### src/rtl/jtopl_acc_seq_if.sv
// Bundle between the slot sequencer and the accumulator path.
// The operator side (master) drives the clock enable and the channel/rhythm settings.
interface jtopl_acc_seq_if;
    logic        cenop;
    logic [8:0]  con_ch;
    logic        rhy_in;
    logic [17:0] slot;
    logic        op;
    logic        con;
    logic        zero;
    logic        rhy_en;
    logic [3:0]  ch;
    logic        sample;

    modport master (
        output cenop, con_ch, rhy_in,
        input  slot, op, con, zero, rhy_en, ch, sample
    );

    modport slave (
        input  cenop, con_ch, rhy_in,
        output slot, op, con, zero, rhy_en, ch, sample
    );
endinterface

### src/rtl/jtopl_acc_seq.sv
// 18-slot frame sequencer for the output accumulator: issue slot, pipeline-delayed
// slot control, frame-shadowed connection/rhythm settings and a per-frame sample strobe.
module jtopl_acc_seq #(
    parameter int PIPE_LAT = 2
) (
    input logic            clk,
    input logic            rst_n,
    jtopl_acc_seq_if.slave bus
);

    localparam int         DL  = (PIPE_LAT > 0) ? PIPE_LAT : 1;
    localparam logic [2:0] LAT = 3'(PIPE_LAT);

    // Slot number -> {carrier flag, channel}; groups of six are mod x3 then car x3.
    function automatic logic [4:0] slot_map(input logic [4:0] s);
        logic [4:0] r;
        case (s)
            5'd0:    r = {1'b0, 4'd0};
            5'd1:    r = {1'b0, 4'd1};
            5'd2:    r = {1'b0, 4'd2};
            5'd3:    r = {1'b1, 4'd0};
            5'd4:    r = {1'b1, 4'd1};
            5'd5:    r = {1'b1, 4'd2};
            5'd6:    r = {1'b0, 4'd3};
            5'd7:    r = {1'b0, 4'd4};
            5'd8:    r = {1'b0, 4'd5};
            5'd9:    r = {1'b1, 4'd3};
            5'd10:   r = {1'b1, 4'd4};
            5'd11:   r = {1'b1, 4'd5};
            5'd12:   r = {1'b0, 4'd6};
            5'd13:   r = {1'b0, 4'd7};
            5'd14:   r = {1'b0, 4'd8};
            5'd15:   r = {1'b1, 4'd6};
            5'd16:   r = {1'b1, 4'd7};
            5'd17:   r = {1'b1, 4'd8};
            default: r = 5'd0;
        endcase
        return r;
    endfunction

    logic [4:0]  cnt_q, cnt_d;
    logic [4:0]  dl_q [DL];
    logic [4:0]  dl_d [DL];
    logic [4:0]  dcnt_q, dcnt_d;
    logic [2:0]  wcnt_q, wcnt_d;
    logic        warm_q, warm_d;
    logic        fdone_q, fdone_d;
    logic [8:0]  con_sh_q, con_sh_d;
    logic        rhy_sh_q, rhy_sh_d;
    logic [17:0] slot_q, slot_d;
    logic        op_q, op_d;
    logic        con_q, con_d;
    logic        zero_q, zero_d;
    logic        rhy_en_q, rhy_en_d;
    logic [3:0]  ch_q, ch_d;
    logic        sample_q, sample_d;
    logic [4:0]  map;
    logic        load;

    always_comb begin
        cnt_d    = cnt_q;
        dl_d     = dl_q;
        wcnt_d   = wcnt_q;
        warm_d   = warm_q;
        fdone_d  = fdone_q;
        con_sh_d = con_sh_q;
        rhy_sh_d = rhy_sh_q;
        slot_d   = slot_q;
        op_d     = op_q;
        con_d    = con_q;
        zero_d   = zero_q;
        rhy_en_d = rhy_en_q;
        ch_d     = ch_q;
        sample_d = sample_q;
        load     = 1'b0;

        if (bus.cenop) begin
            cnt_d   = (cnt_q == 5'd17) ? 5'd0 : cnt_q + 5'd1;
            dl_d[0] = cnt_q;
            for (int i = 1; i < DL; i++) begin
                dl_d[i] = dl_q[i-1];
            end
        end

        dcnt_q = (PIPE_LAT == 0) ? cnt_q : dl_q[DL-1];
        dcnt_d = (PIPE_LAT == 0) ? cnt_d : dl_d[DL-1];
        map    = slot_map(dcnt_d);

        if (bus.cenop) begin
            if (!warm_q) begin
                wcnt_d = wcnt_q + 3'd1;
                warm_d = (wcnt_q + 3'd1) >= LAT;
            end

            // Settings take effect from delayed slot 0 so a frame is never mixed.
            load = warm_d && (dcnt_d == 5'd0);
            if (load) begin
                con_sh_d = bus.con_ch;
                rhy_sh_d = bus.rhy_in;
            end

            if (warm_q && dcnt_q == 5'd17 && dcnt_d == 5'd0) begin
                fdone_d = 1'b1;
            end

            slot_d   = 18'd1 << cnt_d;
            op_d     = warm_d & map[4];
            ch_d     = map[3:0];
            zero_d   = warm_d & (dcnt_d == 5'd0);
            con_d    = warm_d & con_sh_d[map[3:0]];
            rhy_en_d = rhy_sh_d;
            sample_d = zero_d & fdone_d;
        end
    end

    always_ff @(posedge clk or negedge rst_n) begin
        if (!rst_n) begin
            cnt_q    <= 5'd0;
            for (int i = 0; i < DL; i++) begin
                dl_q[i] <= 5'd0;
            end
            wcnt_q   <= 3'd0;
            warm_q   <= 1'b0;
            fdone_q  <= 1'b0;
            con_sh_q <= 9'd0;
            rhy_sh_q <= 1'b0;
            slot_q   <= 18'h1;
            op_q     <= 1'b0;
            con_q    <= 1'b0;
            zero_q   <= 1'b0;
            rhy_en_q <= 1'b0;
            ch_q     <= 4'd0;
            sample_q <= 1'b0;
        end else begin
            cnt_q    <= cnt_d;
            dl_q     <= dl_d;
            wcnt_q   <= wcnt_d;
            warm_q   <= warm_d;
            fdone_q  <= fdone_d;
            con_sh_q <= con_sh_d;
            rhy_sh_q <= rhy_sh_d;
            slot_q   <= slot_d;
            op_q     <= op_d;
            con_q    <= con_d;
            zero_q   <= zero_d;
            rhy_en_q <= rhy_en_d;
            ch_q     <= ch_d;
            sample_q <= sample_d;
        end
    end

    assign bus.slot   = slot_q;
    assign bus.op     = op_q;
    assign bus.con    = con_q;
    assign bus.zero   = zero_q;
    assign bus.rhy_en = rhy_en_q;
    assign bus.ch     = ch_q;
    assign bus.sample = sample_q;

endmodule
### src/flat_wrapper.sv
// flat-port wrapper written by rule: the top's interface ports become plain ports
module jtopl_acc_seq_flat 
#(
    parameter int PIPE_LAT = 2
)
  (clk, rst_n, bus_cenop, bus_con_ch, bus_rhy_in, bus_slot, bus_op, bus_con, bus_zero, bus_rhy_en, bus_ch, bus_sample);
  jtopl_acc_seq_if bus_i ();
  input logic clk;
  input logic rst_n;
  input wire logic [$bits(bus_i.cenop)-1:0] bus_cenop;
  input wire logic [$bits(bus_i.con_ch)-1:0] bus_con_ch;
  input wire logic [$bits(bus_i.rhy_in)-1:0] bus_rhy_in;
  output wire logic [$bits(bus_i.slot)-1:0] bus_slot;
  output wire logic [$bits(bus_i.op)-1:0] bus_op;
  output wire logic [$bits(bus_i.con)-1:0] bus_con;
  output wire logic [$bits(bus_i.zero)-1:0] bus_zero;
  output wire logic [$bits(bus_i.rhy_en)-1:0] bus_rhy_en;
  output wire logic [$bits(bus_i.ch)-1:0] bus_ch;
  output wire logic [$bits(bus_i.sample)-1:0] bus_sample;
  assign bus_i.cenop = bus_cenop;
  assign bus_i.con_ch = bus_con_ch;
  assign bus_i.rhy_in = bus_rhy_in;
  assign bus_slot = bus_i.slot;
  assign bus_op = bus_i.op;
  assign bus_con = bus_i.con;
  assign bus_zero = bus_i.zero;
  assign bus_rhy_en = bus_i.rhy_en;
  assign bus_ch = bus_i.ch;
  assign bus_sample = bus_i.sample;
  jtopl_acc_seq #(.PIPE_LAT(PIPE_LAT)) u_core (.clk(clk), .rst_n(rst_n), .bus(bus_i));
endmodule
### config.mk
export PLATFORM = sky130hd
export DESIGN_NAME = jtopl_acc_seq_flat
export DESIGN_NICKNAME = d
export VERILOG_FILES = /design/src/rtl/jtopl_acc_seq_if.sv /design/src/rtl/jtopl_acc_seq.sv /design/src/flat_wrapper.sv
export SDC_FILE = /design/constraint.sdc
export NUM_CORES = 1
export LEC_CHECK = 0
export CAP_MARGIN = 20
export CORE_MARGIN = 3
export CORE_UTILIZATION = 54
export CTS_CLUSTER_DIAMETER = 50
export DETAILED_ROUTE_END_ITERATION = 16
export PLACE_DENSITY_LB_ADDON = 0.05
export SYNTH_ARGS = -nofsm -noshare
export SYNTH_HDL_FRONTEND = slang
export SYNTH_SLANG_ARGS = --single-unit
### constraint.sdc
create_clock -name clk -period 3.7 [get_ports clk]
set_input_delay 0.74 -clock clk [delete_from_list [all_inputs] [get_ports clk]]
set_output_delay 0.74 -clock clk [all_outputs]
set_load 0.05 [all_outputs]
# --- Yosys cells after proc, flatten, opt, wreduce, memory -nomap -nowiden ---
# Memories as Yosys holds them, arrays and structs flattened.
# Cells that the tools add are included.
word_totals:
  regBits: 56
  rom_bits: 160
  in_bits: 13
  n_memories: 1
memory_table:
  columns: ["memory", "depth", "width", "rd", "rd_ports_with_merged_regs", "wr", "line_no", "rtl"]
  rows:
  - ["(name not given)", 32, 5, 1, 0, 0, "jtopl_acc_seq.sv:17", "case (s)"]
classes:
  add_sub_neg: 2
  magnitude_cmp: 2
  n_eq_ne: 2
  n_shift: 1
  n_mux: 11
  n_bitwise: 5
  n_reduce_logical: 6
ops:
  columns: ["op", "n"]
  rows:
  - ["9-bit 2-to-1 mux", 2]
  - ["1-bit by 5-bit << shifter with 18-bit output (first input constant)", 1]
  - ["5-bit 2-to-1 mux", 3]
  - ["5-bit == test (second input constant)", 2]
  - ["5-bit by 1-bit adder with 5-bit output (second input constant)", 1]
  - ["5-bit logical NOT", 1]
  - ["4-bit by 5-bit less-than comparator with 1-bit output (second input constant)", 1]
  - ["1-bit 2-to-1 mux", 5]
  - ["1-bit AND", 4]
  - ["1-bit binary-select mux with 4-bit select", 1]
  - ["2-bit AND reduction", 2]
  - ["3-bit by 1-bit adder with 3-bit output (second input constant)", 1]
  - ["3-bit by 2-bit >= comparator with 1-bit output (second input constant)", 1]
  - ["1-bit logical AND", 3]
  - ["1-bit NOT", 1]

# --- Longest topological paths before layout ---
depth:
  word_depth: 10
  ltp_mapped: 13
  ltp_nobuf: 11

# --- Worst setup path after synthesis ---
# OpenSTA, ideal clock, no wires.
synth_timing:
  kind: "input to register"
  start: "input bus_cenop"
  end: "register u_core.con_q (netlist: u_core.bus.con)"
  arrival_ns: 3.619
  required_time_ns: 3.578
  path_slack_ns: -0.041
  path_stages: 13
  path_cell_list: "buf_6 -> clkbuf_1 -> mux2i_1 -> inv_1 -> ha_1 -> inv_1 -> nor4_4 -> a211oi_4 -> a21boi_4 -> mux2_2 -> o211ai_1 -> o2111ai_1 -> a32o_1"
synth_rtl:
  columns: ["element", "line_no", "rtl"]
  rows:
  - ["start: declaration", "flat_wrapper.sv:10", "input wire logic [$bits(bus_i.cenop)-1:0] bus_cenop;"]
  - ["end signal: assignment", "jtopl_acc_seq.sv:144", "con_q <= con_d;"]
  - ["end: declaration", "jtopl_acc_seq.sv:52", "logic con_q, con_d;"]

==> impl_metrics.json <==
{
  "outcome": "completed",
  "post_drt_wl_per_cell_um": 15.8,
  "clock-skew-final_ns": 0.00456,
  "setup_violations": 0,
  "critical_path_class": "input pin to flip-flop",
  "vias": 1995,
  "drv_slew": 0,
  "ys.flop_type": "dfrtp_1",
  "yosysSeqAreaShare_pct": 49.7,
  "ctsLongestPathBuffers": 2,
  "endpoint_kind": "flip-flop",
  "dp_slack_ns": -0.0610,
  "grt_pass1_vias": 2109,
  "fin_ws_ns": 0.263,
  "clkTransAtPathRegs_ns": 0.10,
  "drc": 0,
  "core_mm2": 0.00488,
  "intPower_uw": 1720,
  "finalPower_uw": 3090,
  "vdd_drop_max_mv": 0.437,
  "via_per_inst": 5.51,
  "grtUsageTotal_pct": 20.8,
  "ctsHoldBuffers": 0,
  "io_buffers": 39,
  "postCtsResizedCells": 0,
  "r2r_cells": 11,
  "min_period_ns": 3.44,
  "worst_slew_pin_slew_ns": 0.564,
  "grt_overflow": 0,
  "grt_antenna_before_repair": 0,
  "first_pass_iters": 4,
  "clk_latency_ns": 0.31,
  "clkSinkCount": 56,
  "syn_avg_cell_area_um2": 11.6,
  "arrival_ns": 3.64,
  "die_x_um": 78.3,
  "startpoint_type": "input pin",
  "rows": 25,
  "rsz0062_at_grt": "false",
  "post-route-period-util_pct": 92.9,
  "required_ns": 3.90,
  "grt_max_degree": 34,
  "design_area_mm2": 0.00344,
  "nNetsFinal": 318,
  "synth_edf_count": 0,
  "die_h_um": 78.3,
  "finalSetupTns_ns": 0,
  "drive_gt1_share_pct": 18.3,
  "die-area_mm2": 0.00613,
  "post_cts_buffers": 0,
  "fmax_mhz": 291,
  "routed_wl_um": 5730,
  "fillers": 381,
  "first_iter_violations": 85,
  "cts_buffers": 5,
  "syn_inst": 244,
  "antenna_left": 0,
  "place_area_mm2": 0.00335,
  "share_comb_of_total_power_pct": 56.1,
  "p_leak_uw": 0.00151,
  "initial_core_util_pct": 57.8,
  "cts_tree": "done",
  "pwr-share-clk_pct": 10.8,
  "cts-root-buf": "clkbuf_8",
  "io_pins": 40,
  "routabilityCongestion": 0.838,
  "seq_power_share_pct": 33.1,
  "async_reset_ff_share_pct": 100,
  "yosysUniqueCellTypes": 48,
  "syn2layout_area_growth_pct": 21.9,
  "maxCapViolations": 0,
  "hp-class": "input pin to asynchronous set/reset pin",
  "antenna_cells": 0,
  "syn_area_mm2": 0.00282,
  "syn-num-nets": 268,
  "relSlewSlack_pct": 62.2,
  "place_hpwl_um": 4170,
  "synth-seq-cells": 56,
  "cts_max_level": 2,
  "switching_share_pct": 44.5,
  "power_switching_uw": 1380,
  "hold_viol": 0,
  "yosys_warnings": 0,
  "power_density_mw_per_mm2": 899,
  "cp_max_fo": 11,
  "grt_pass1_wl_um": 10100
}
## path summary, 6_finish.rpt
path / slack [ns] / startpoint / endpoint
worst max-delay path: 0.26 / bus_cenop / u_core.bus.con$_DFFE_PN0P_
worst min-delay path: 0.40 / rst_n / u_core.cnt_q[2]$_DFF_PN0_
worst max register to register: 1.05 / u_core.dcnt_q[1]$_DFF_PN0_ / u_core.bus.con$_DFFE_PN0P_
worst min register to register: 0.49 / u_core.bus.slot[0]$_DFFE_PN1P_ / u_core.bus.slot[0]$_DFFE_PN1P_
max in group asynchronous: 2.46 / rst_n / u_core.bus.slot[0]$_DFFE_PN1P_
min in group clk: 0.49 / u_core.bus.slot[0]$_DFFE_PN1P_ / u_core.bus.slot[0]$_DFFE_PN1P_
## critical path, stage by stage
cell             delay (ns)
clkdlybuf4s50_1        0.62
buf_4                  0.21
mux2i_1                0.20
buf_4                  0.21
inv_1                  0.10
nor4_1                 0.42
a211oi_4               0.06
a21boi_4               0.17
mux2_4                 0.30
o2111ai_1              0.20
o2111ai_1              0.15
a32o_1                 0.25
## metrics by stage
stage / hold slack, ns / utilization, % / std cells
after floorplan: 0.435 / - / 244
after global placement: 0.469 / 68.7 / 354
after detailed placement: 0.472 / 68.7 / 354
after CTS: 0.399 / 70.5 / 362
after global routing: 0.423 / 70.5 / 362
final: 0.395 / 70.5 / 362
## power groups by stage
| stage | clock network [µW] | registers (µW) | logic, µW |
|---|---|---|---|
| finish | 334 | 1020 | 1730 |
| global route | 368 | 1060 | 1880 |
| CTS | 348 | 1020 | 1730 |
| detailed placement | 0 | 1040 | 1720 |
| global placement | 0 | 1030 | 1690 |
| floorplan | 0 | 1270 | 980 |
## sequential cells by signal, indices dropped and copies added (netlist names)
| name | flops |
|---|---|
| u_core.bus.zero | 1 |
| u_core.cnt_q | 5 |
| u_core.dl_q | 5 |
| u_core.bus.slot | 18 |
| u_core.bus.con | 1 |
| u_core.dcnt_q | 5 |
| u_core.warm_q | 1 |
| u_core.bus.ch | 4 |
| u_core.bus.sample | 1 |
| u_core.bus.op | 1 |
| u_core.rhy_sh_q | 1 |
| u_core.wcnt_q | 3 |
| u_core.fdone_q | 1 |
| u_core.con_sh_q | 9 |
## cell type report
class	instances	area (µm²)	area share, %
Clock inverter	2	16.3	0.473
Inverter	14	52.6	1.53
Clock buffer	6	72.6	2.11
Tap cell	67	83.8	2.44
Sequential cell	56	1400	40.8
Timing Repair Buffer	53	490	14.3
Multi-Input combinational cell	164	1320	38.4
## placed cells by master, fill, tap and decap left out, types with 2 or more instances in the layout
master | synthesis | final
buf_4 | 1 | 14
dfrtp_1 | 55 | 55
o2bb2ai_1 | 18 | 18
nand2b_1 | 6 | 6
mux2_2 | 20 | 20
nand2_1 | 23 | 23
nor3_1 | 3 | 3
clkdlybuf4s50_1 | 0 | 38
nor3b_1 | 2 | 2
nand4_1 | 2 | 2
o31ai_1 | 2 | 2
a31oi_1 | 3 | 3
a21oi_1 | 10 | 10
clkbuf_8 | 0 | 5
ha_1 | 11 | 11
o2111ai_1 | 2 | 2
o21ai_0 | 6 | 6
xnor2_1 | 3 | 3
inv_1 | 13 | 13
a32o_1 | 2 | 2
nor2_1 | 12 | 12
mux2i_1 | 16 | 15
## kinds of logic after synthesis
| logic type | Yosys count | synth area share [%] |
|---|---|---|
| AO/OA/AOI/OAI | 49 | 13.5 |
| XOR/XNOR | 5 | 1.82 |
| adder cells (fa/ha/maj) | 11 | 4.88 |
| buffers and inverters | 24 | 3.63 |
| flip-flops | 56 | 49.7 |
| multiplexers | 38 | 15.0 |
| AND/OR/NAND/NOR | 61 | 11.5 |
## routing by layer
metal	GRT usage, %	vias to the layer above	routed length [µm]
met2	32.8	33	2610
met5	0	-	0
met1	28.7	988	2830
li1	-	969	-
met4	6.64	0	71
met3	4.70	5	212
## synth_stat cells (all sizes together), types with 4 or more instances
master | n | area share, %
nand2 | 23 | 3.1
nor3 | 4 | 0.89
ha | 11 | 4.9
mux2i | 17 | 6.5
xnor2 | 4 | 1.5
o21ai | 6 | 1.1
inv | 14 | 1.9
nor2 | 12 | 1.6
a21oi | 10 | 1.8
o2bb2ai | 18 | 5.6
mux2 | 21 | 8.5
nand2b | 6 | 1.3
dfrtp | 55 | 49
clkbuf | 7 | 0.93
Note: power is estimated with default switching activity, not from simulation.
